### src/rtl/tx_serial_pkg.sv
// Shared constants for the configurable serial transmitter: parity modes and FSM state codes.
package tx_serial_pkg;

    localparam int NENHUMA = 0;
    localparam int IMPAR   = 1;
    localparam int PAR     = 2;

    typedef enum logic [3:0] {
        REPOUSO      = 4'd0,
        INICIO       = 4'd1,
        DADOS        = 4'd2,
        BIT_PARIDADE = 4'd3,
        PARADA       = 4'd4,
        FINAL        = 4'd5
    } estado_t;

endpackage

### src/rtl/contador_tick.sv
// Bit-period timer: free-running modulo-DIV_TICK counter with synchronous clear and a one-cycle tick.
module contador_tick #(
    parameter int DIV_TICK = 5208
) (
    input  logic clock,
    input  logic reset,
    input  logic clear,
    output logic tick
);

    localparam int W = (DIV_TICK > 1) ? $clog2(DIV_TICK) : 1;

    logic [W-1:0] cnt;

    // tick marks the last cycle of a bit period, so the FSM advances exactly DIV_TICK cycles after entry
    assign tick = (cnt == W'(DIV_TICK - 1));

    always_ff @(posedge clock or negedge reset) begin
        if (!reset) begin
            cnt <= '0;
        end else if (clear || tick) begin
            cnt <= '0;
        end else begin
            cnt <= cnt + 1'b1;
        end
    end

endmodule

### src/rtl/tx_serial_cfg.sv
// Configurable asynchronous serial transmitter (start, N_DADOS data LSB first, optional parity, N_STOP stops).
// Defining TX_SERIAL_DEBUG_EN adds the db_* observation ports.
module tx_serial_cfg
    import tx_serial_pkg::*;
#(
    parameter int N_DADOS  = 7,
    parameter int PARIDADE = 1,
    parameter int N_STOP   = 1,
    parameter int DIV_TICK = 5208
) (
    input  logic               clock,
    input  logic               reset,
    input  logic               partida,
    input  logic [N_DADOS-1:0] dados_ascii,
    output logic               saida_serial,
    output logic               pronto,
    output logic               ocupado
`ifdef TX_SERIAL_DEBUG_EN
    ,
    output logic               db_tick,
    output logic               db_partida,
    output logic               db_saida_serial,
    output logic [3:0]         db_estado
`endif
);

    estado_t            estado;
    logic               partida_q;
    logic               armado;
    logic [N_DADOS-1:0] shift;
    logic [2:0]         bit_cnt;
    logic               stop_cnt;
    logic               par_acc;
    logic               tick;
    logic               clear_tick;
    logic               inicio_pedido;

    // armado blocks a partida that was already high across reset until it has been seen low once
    assign inicio_pedido = partida && !partida_q && armado;
    assign clear_tick    = (estado == REPOUSO) || (estado == FINAL);

    contador_tick #(
        .DIV_TICK(DIV_TICK)
    ) u_contador_tick (
        .clock(clock),
        .reset(reset),
        .clear(clear_tick),
        .tick (tick)
    );

    always_ff @(posedge clock or negedge reset) begin
        if (!reset) begin
            estado       <= REPOUSO;
            saida_serial <= 1'b1;
            pronto       <= 1'b0;
            ocupado      <= 1'b0;
            partida_q    <= 1'b0;
            armado       <= 1'b0;
            shift        <= '0;
            bit_cnt      <= '0;
            stop_cnt     <= 1'b0;
            par_acc      <= 1'b0;
        end else begin
            partida_q <= partida;
            if (!partida) armado <= 1'b1;
            pronto <= 1'b0;
            case (estado)
                REPOUSO: begin
                    saida_serial <= 1'b1;
                    ocupado      <= 1'b0;
                    if (inicio_pedido) begin
                        shift        <= dados_ascii;
                        par_acc      <= (PARIDADE == IMPAR);
                        bit_cnt      <= '0;
                        stop_cnt     <= 1'b0;
                        saida_serial <= 1'b0;
                        ocupado      <= 1'b1;
                        estado       <= INICIO;
                    end
                end
                INICIO: if (tick) begin
                    saida_serial <= shift[0];
                    par_acc      <= par_acc ^ shift[0];
                    shift        <= shift >> 1;
                    estado       <= DADOS;
                end
                DADOS: if (tick) begin
                    // par_acc already folds in every data bit by the time the last one finishes
                    if (bit_cnt == 3'(N_DADOS - 1)) begin
                        if (PARIDADE != NENHUMA) begin
                            saida_serial <= par_acc;
                            estado       <= BIT_PARIDADE;
                        end else begin
                            saida_serial <= 1'b1;
                            estado       <= PARADA;
                        end
                    end else begin
                        saida_serial <= shift[0];
                        par_acc      <= par_acc ^ shift[0];
                        shift        <= shift >> 1;
                        bit_cnt      <= bit_cnt + 3'd1;
                    end
                end
                BIT_PARIDADE: if (tick) begin
                    saida_serial <= 1'b1;
                    estado       <= PARADA;
                end
                PARADA: if (tick) begin
                    if (stop_cnt == 1'(N_STOP - 1)) begin
                        pronto <= 1'b1;
                        estado <= FINAL;
                    end else begin
                        stop_cnt <= stop_cnt + 1'b1;
                    end
                end
                FINAL: begin
                    saida_serial <= 1'b1;
                    ocupado      <= 1'b0;
                    estado       <= REPOUSO;
                end
                default: begin
                    saida_serial <= 1'b1;
                    ocupado      <= 1'b0;
                    estado       <= REPOUSO;
                end
            endcase
        end
    end

`ifdef TX_SERIAL_DEBUG_EN
    assign db_tick         = tick;
    assign db_partida      = partida_q;
    assign db_saida_serial = saida_serial;
    assign db_estado       = estado;
`endif

endmodule

### config.mk
export PLATFORM = sky130hd
export DESIGN_NAME = tx_serial_cfg
export DESIGN_NICKNAME = d
export VERILOG_FILES = /design/src/rtl/tx_serial_pkg.sv /design/src/rtl/contador_tick.sv /design/src/rtl/tx_serial_cfg.sv
export SDC_FILE = /design/constraint.sdc
export NUM_CORES = 1
export LEC_CHECK = 0
export ABC_AREA = 1
export BUFFER_PORTS_ARGS = -buffer_cell sky130_fd_sc_hd__buf_4
export CAP_MARGIN = 20
export CORE_MARGIN = 2
export CORE_UTILIZATION = 35
export DETAILED_ROUTE_END_ITERATION = 16
export HOLD_SLACK_MARGIN = 0.06
export MAX_ROUTING_LAYER = met4
export PLACE_DENSITY = 0.51
export SYNTH_ARGS = -nofsm -noshare
export SYNTH_HDL_FRONTEND = slang
export SYNTH_SLANG_ARGS = --single-unit
### constraint.sdc
create_clock -name clock -period 1.49 [get_ports clock]
set_clock_uncertainty 0.1 [all_clocks]
set_input_delay 0.149 -clock clock [delete_from_list [all_inputs] [get_ports clock]]
set_output_delay 0.149 -clock clock [all_outputs]
set_load 0.01 [all_outputs]
==> key figures <==
GRT
  – First-pass GRT wire length: ~6.6 mm
  – Pin count of the biggest net entering global routing: 33
  – Vias in the first global route: about 1400
  – Initial antenna violation count: 0
  – GR Util All Layers: 0.1633
  – GR Overflow Total: 0

Die
  – Floorplan core area: approximately 4700 sq um
  – Initial cell density of the core: 0.3624
  – # IOs: 13
  – Site Rows: 25
  – Die Span X: roughly 74 microns
  – Overall die area: 5432 sq um
  – Chip height: approximately 74 microns

Logic synthesis
  – Main combinational cell family by area after synthesis: simple AND/OR/NAND/NOR gates
  – Post-synthesis compound-gate area fraction: 0.08462
  – Mapped cell area: approximately 1700 sq um
  – Synth Area in Simple Gates: 0.3414
  – Cells after synthesis: roughly 230
  – Adder-Cell Fraction of Synth Area: 0.02208
  – Sequential share of the synthesized area: 0.4717
  – Xor and xnor area share after synthesis: 0.02060
  – Syn avg cell area: approximately 7.5 sq um
  – Synthesized Nets: between 200 and 250
  – FF+latch count, synth: 32
  – Cell variety after synth: 23
  – Mux contribution to synthesized area: 0
  – YS warnings: 0

Route
  – Routed len/inst: 11.08 microns
  – Final wirelength: around 3.8 mm
  – Drt pass-1 iters: 4
  – Final ANT Viol Nets: 0
  – DR iter-0 viols: between 40 and 50
  – Via count: about 1600
  – Total DRC errors in the routed layout: 0
  – Via-to-Cell Ratio: ~4.6

Clocking
  – Worst-path clk slew: about 0.07 ns
  – Root Driver: clkbuf_8
  – Cts bufs inserted: 5
  – Deepest clock path buffer count: 2
  – H-tree lvl count: 2
  – Worst skew pair latency: between 0.2 and 0.3 ns
  – Clock sinks: 32
  – CTS tree: built

Job
  – Max Cap Viol: 0

Timing
  – Final min period: between 1.5 and 2 ns
  – Final Hold Viols: 0
  – Final slew viol count: 0
  – Worst-Margin Slew: about 0.42 ns
  – RSZ-0062 raised after global routing: yes
  – Max Fclk: approximately 650 MHz
  – Slew headroom: 0.7207
  – Final setup margin: -0.05752 ns
  – Final setup violation count: 11
  – Share of the clock period used by the worst path: 1.039
  – Hold Slack: about 0.08 ns

Power
  – LEAKAGE: 1.237 nW
  – Pwr/cell area: roughly 1700 nW/um^2
  – Worst VDD drop: slightly above 800 uV

Placement
  – RePlAce Congestion: 0.8087
  – Buffers on Ports: 12
  – DP Area: 2161 sq um
  – Detailed Place HPWL: roughly 2.7 mm
  – Dpl ws: -0.1097 ns

Cells and area
  – Ant. Diodes: 0
  – Nets@finish: between 300 and 400
  – Area delta synth->final: 43.93%
  – Filler cells: 457
  – Utilization after layout: 0.5216
  – Register area: 804.5 sq um
  – Final instance area: ~2400 sq um
  – Layout cells sized above 1: 0.3904
  – Area of the multi-input gates: a little over 900 sq um

Status
  – Status: finished with violations
  – Failing checks: negative setup slack

Setup path
  – Worst EP required: around 1.6 ns
  – Crit path kind: reg2reg
  – CP startpoint kind: flop
  – Critical Path AT: roughly 1.7 ns
  – CP Capture Type: flop
  – Critical-path maximum fanout: 8

Hold path
  – Hold crit path type: in2reg
==> power breakdown <==
| group | switching, W | internal [W] | total (W) |
|---|---|---|---|
| Sequential | 0.000186 | 0.00112 | 0.00130 |
| Combinational | 0.00123 | 0.00104 | 0.00228 |
| Clock | 0.000312 | 0.000328 | 0.000639 |
| Total | 0.00173 | 0.00249 | 0.00422 |
==> cell usage in the layout (no fill, tap or decap), drive strengths merged <==
cell type | Yosys | routed
nor3 | 7 | 7
clkbuf | 0 | 7
clkinv | 0 | 1
nor2 | 35 | 35
nand2 | 76 | 76
xnor2 | 3 | 3
dfstp | 1 | 1
a21oi | 10 | 10
o21a | 1 | 1
nand3 | 20 | 20
dlygate4sd3 | 0 | 2
ha | 3 | 3
inv | 25 | 25
buf | 1 | 57
dfrtp | 31 | 31
o21ai | 10 | 10
nor4 | 1 | 1
xor2 | 1 | 1
o22ai | 1 | 1
==> cells by family after synthesis <==
group,count (synthesis)
buffers and inverters,26
adders and majority gates,3
and+or+nand+nor,139
AOI/OAI and AO/OA,22
xor gates and xnor gates,4
DFF,32
==> what timing repair did <==
| action | CTS | global route |
|---|---|---|
| setup endpoints to repair | 17 | 25 |
| buffers inserted | 1 | 5 |
| hold buffers | 2 | 0 |
| pin swaps | 10 | 14 |
| resized for setup | 11 | 26 |
| endpoints found under the hold margin | 34 | 0 |
==> final timing paths <==
path	startpoint	to	slack [ns]	cells after the start
worst max-delay path	u_contador_tick.cnt[1]	shift[3]	-0.06	8
worst min-delay path	dados_ascii[0]	shift[0]	0.08	5
worst max register to register	u_contador_tick.cnt[1]	shift[3]	-0.06	8
worst min register to register	saida_serial	saida_serial	0.36	2
max in group asynchronous	reset	saida_serial	0.71	2
min in group asynchronous	reset	shift[1]	0.25	2
==> stage by stage <==
stage | TNS (ns) | instances | power [W]
after global placement | -1.003 | 330 | 0.003332
final | -0.5037 | 346 | 0.004221
after detailed placement | -1.102 | 330 | 0.003320
after CTS | -0.8999 | 341 | 0.004084
after global routing | -2.294 | 346 | 0.004641
after floorplan | -0.6381 | 226 | 0.002470
==> sequential cells by signal (all words and copies together) (netlist names) <==
register / flops
par_acc: 1
partida_q: 1
shift: 7
ocupado: 1
bit_cnt: 3
u_contador_tick.cnt: 13
saida_serial: 1
estado: 3
armado: 1
pronto: 1
==> worst max-delay path, cell delays in order, from the launching register on <==
cell,delay [ns]
dfrtp_1,0.39
ha_4,0.16
nand2_4,0.06
nor2_4,0.12
nand3_4,0.11
a21oi_4,0.25
buf_6,0.17
nand3_1,0.07
nand2_1,0.06
==> cells in the mapped netlist <==
| cell type | number | area, sq um |
|---|---|---|
| a21oi_1 | 8 | 40.04 |
| a21oi_4 | 2 | 32.53 |
| buf_4 | 1 | 7.510 |
| dfrtp_1 | 31 | 775.7 |
| dfstp_2 | 1 | 26.28 |
| ha_1 | 3 | 37.54 |
| inv_1 | 13 | 48.80 |
| inv_2 | 12 | 45.04 |
| nand2_1 | 73 | 274.0 |
| nand2_2 | 3 | 18.77 |
| nand3_1 | 18 | 90.09 |
| nand3_2 | 2 | 20.02 |
| nor2_1 | 33 | 123.9 |
| nor2_2 | 2 | 12.51 |
| nor3_1 | 7 | 35.03 |
| nor4_1 | 1 | 6.260 |
| o21a_1 | 1 | 7.510 |
| o21ai_0 | 1 | 5.000 |
| o21ai_1 | 7 | 35.03 |
| o21ai_2 | 2 | 17.52 |
| o22ai_1 | 1 | 6.260 |
| xnor2_1 | 3 | 26.28 |
| xor2_1 | 1 | 8.760 |
==> layer usage <==
| layer | up-vias | track usage | part of all wire |
|---|---|---|---|
| li1 | 846 | - | - |
| met1 | 725 | 0.2253 | 0.51 |
| met2 | 19 | 0.2302 | 0.45 |
| met3 | 2 | 0.04938 | 0.028 |
| met4 | 0 | 0.04848 | 0.0057 |
| met5 | - | - | 0 |
==> final cells by class <==
cell class	instances	area share
sequential	32	0.3287
multi-input combinational	168	0.3809
timing repair buffer	59	0.1912
clock inverter	1	0.002045
tap	54	0.02761
inverter	25	0.03834
clock buffer	7	0.03119
Power figures use the tool's default switching activity.
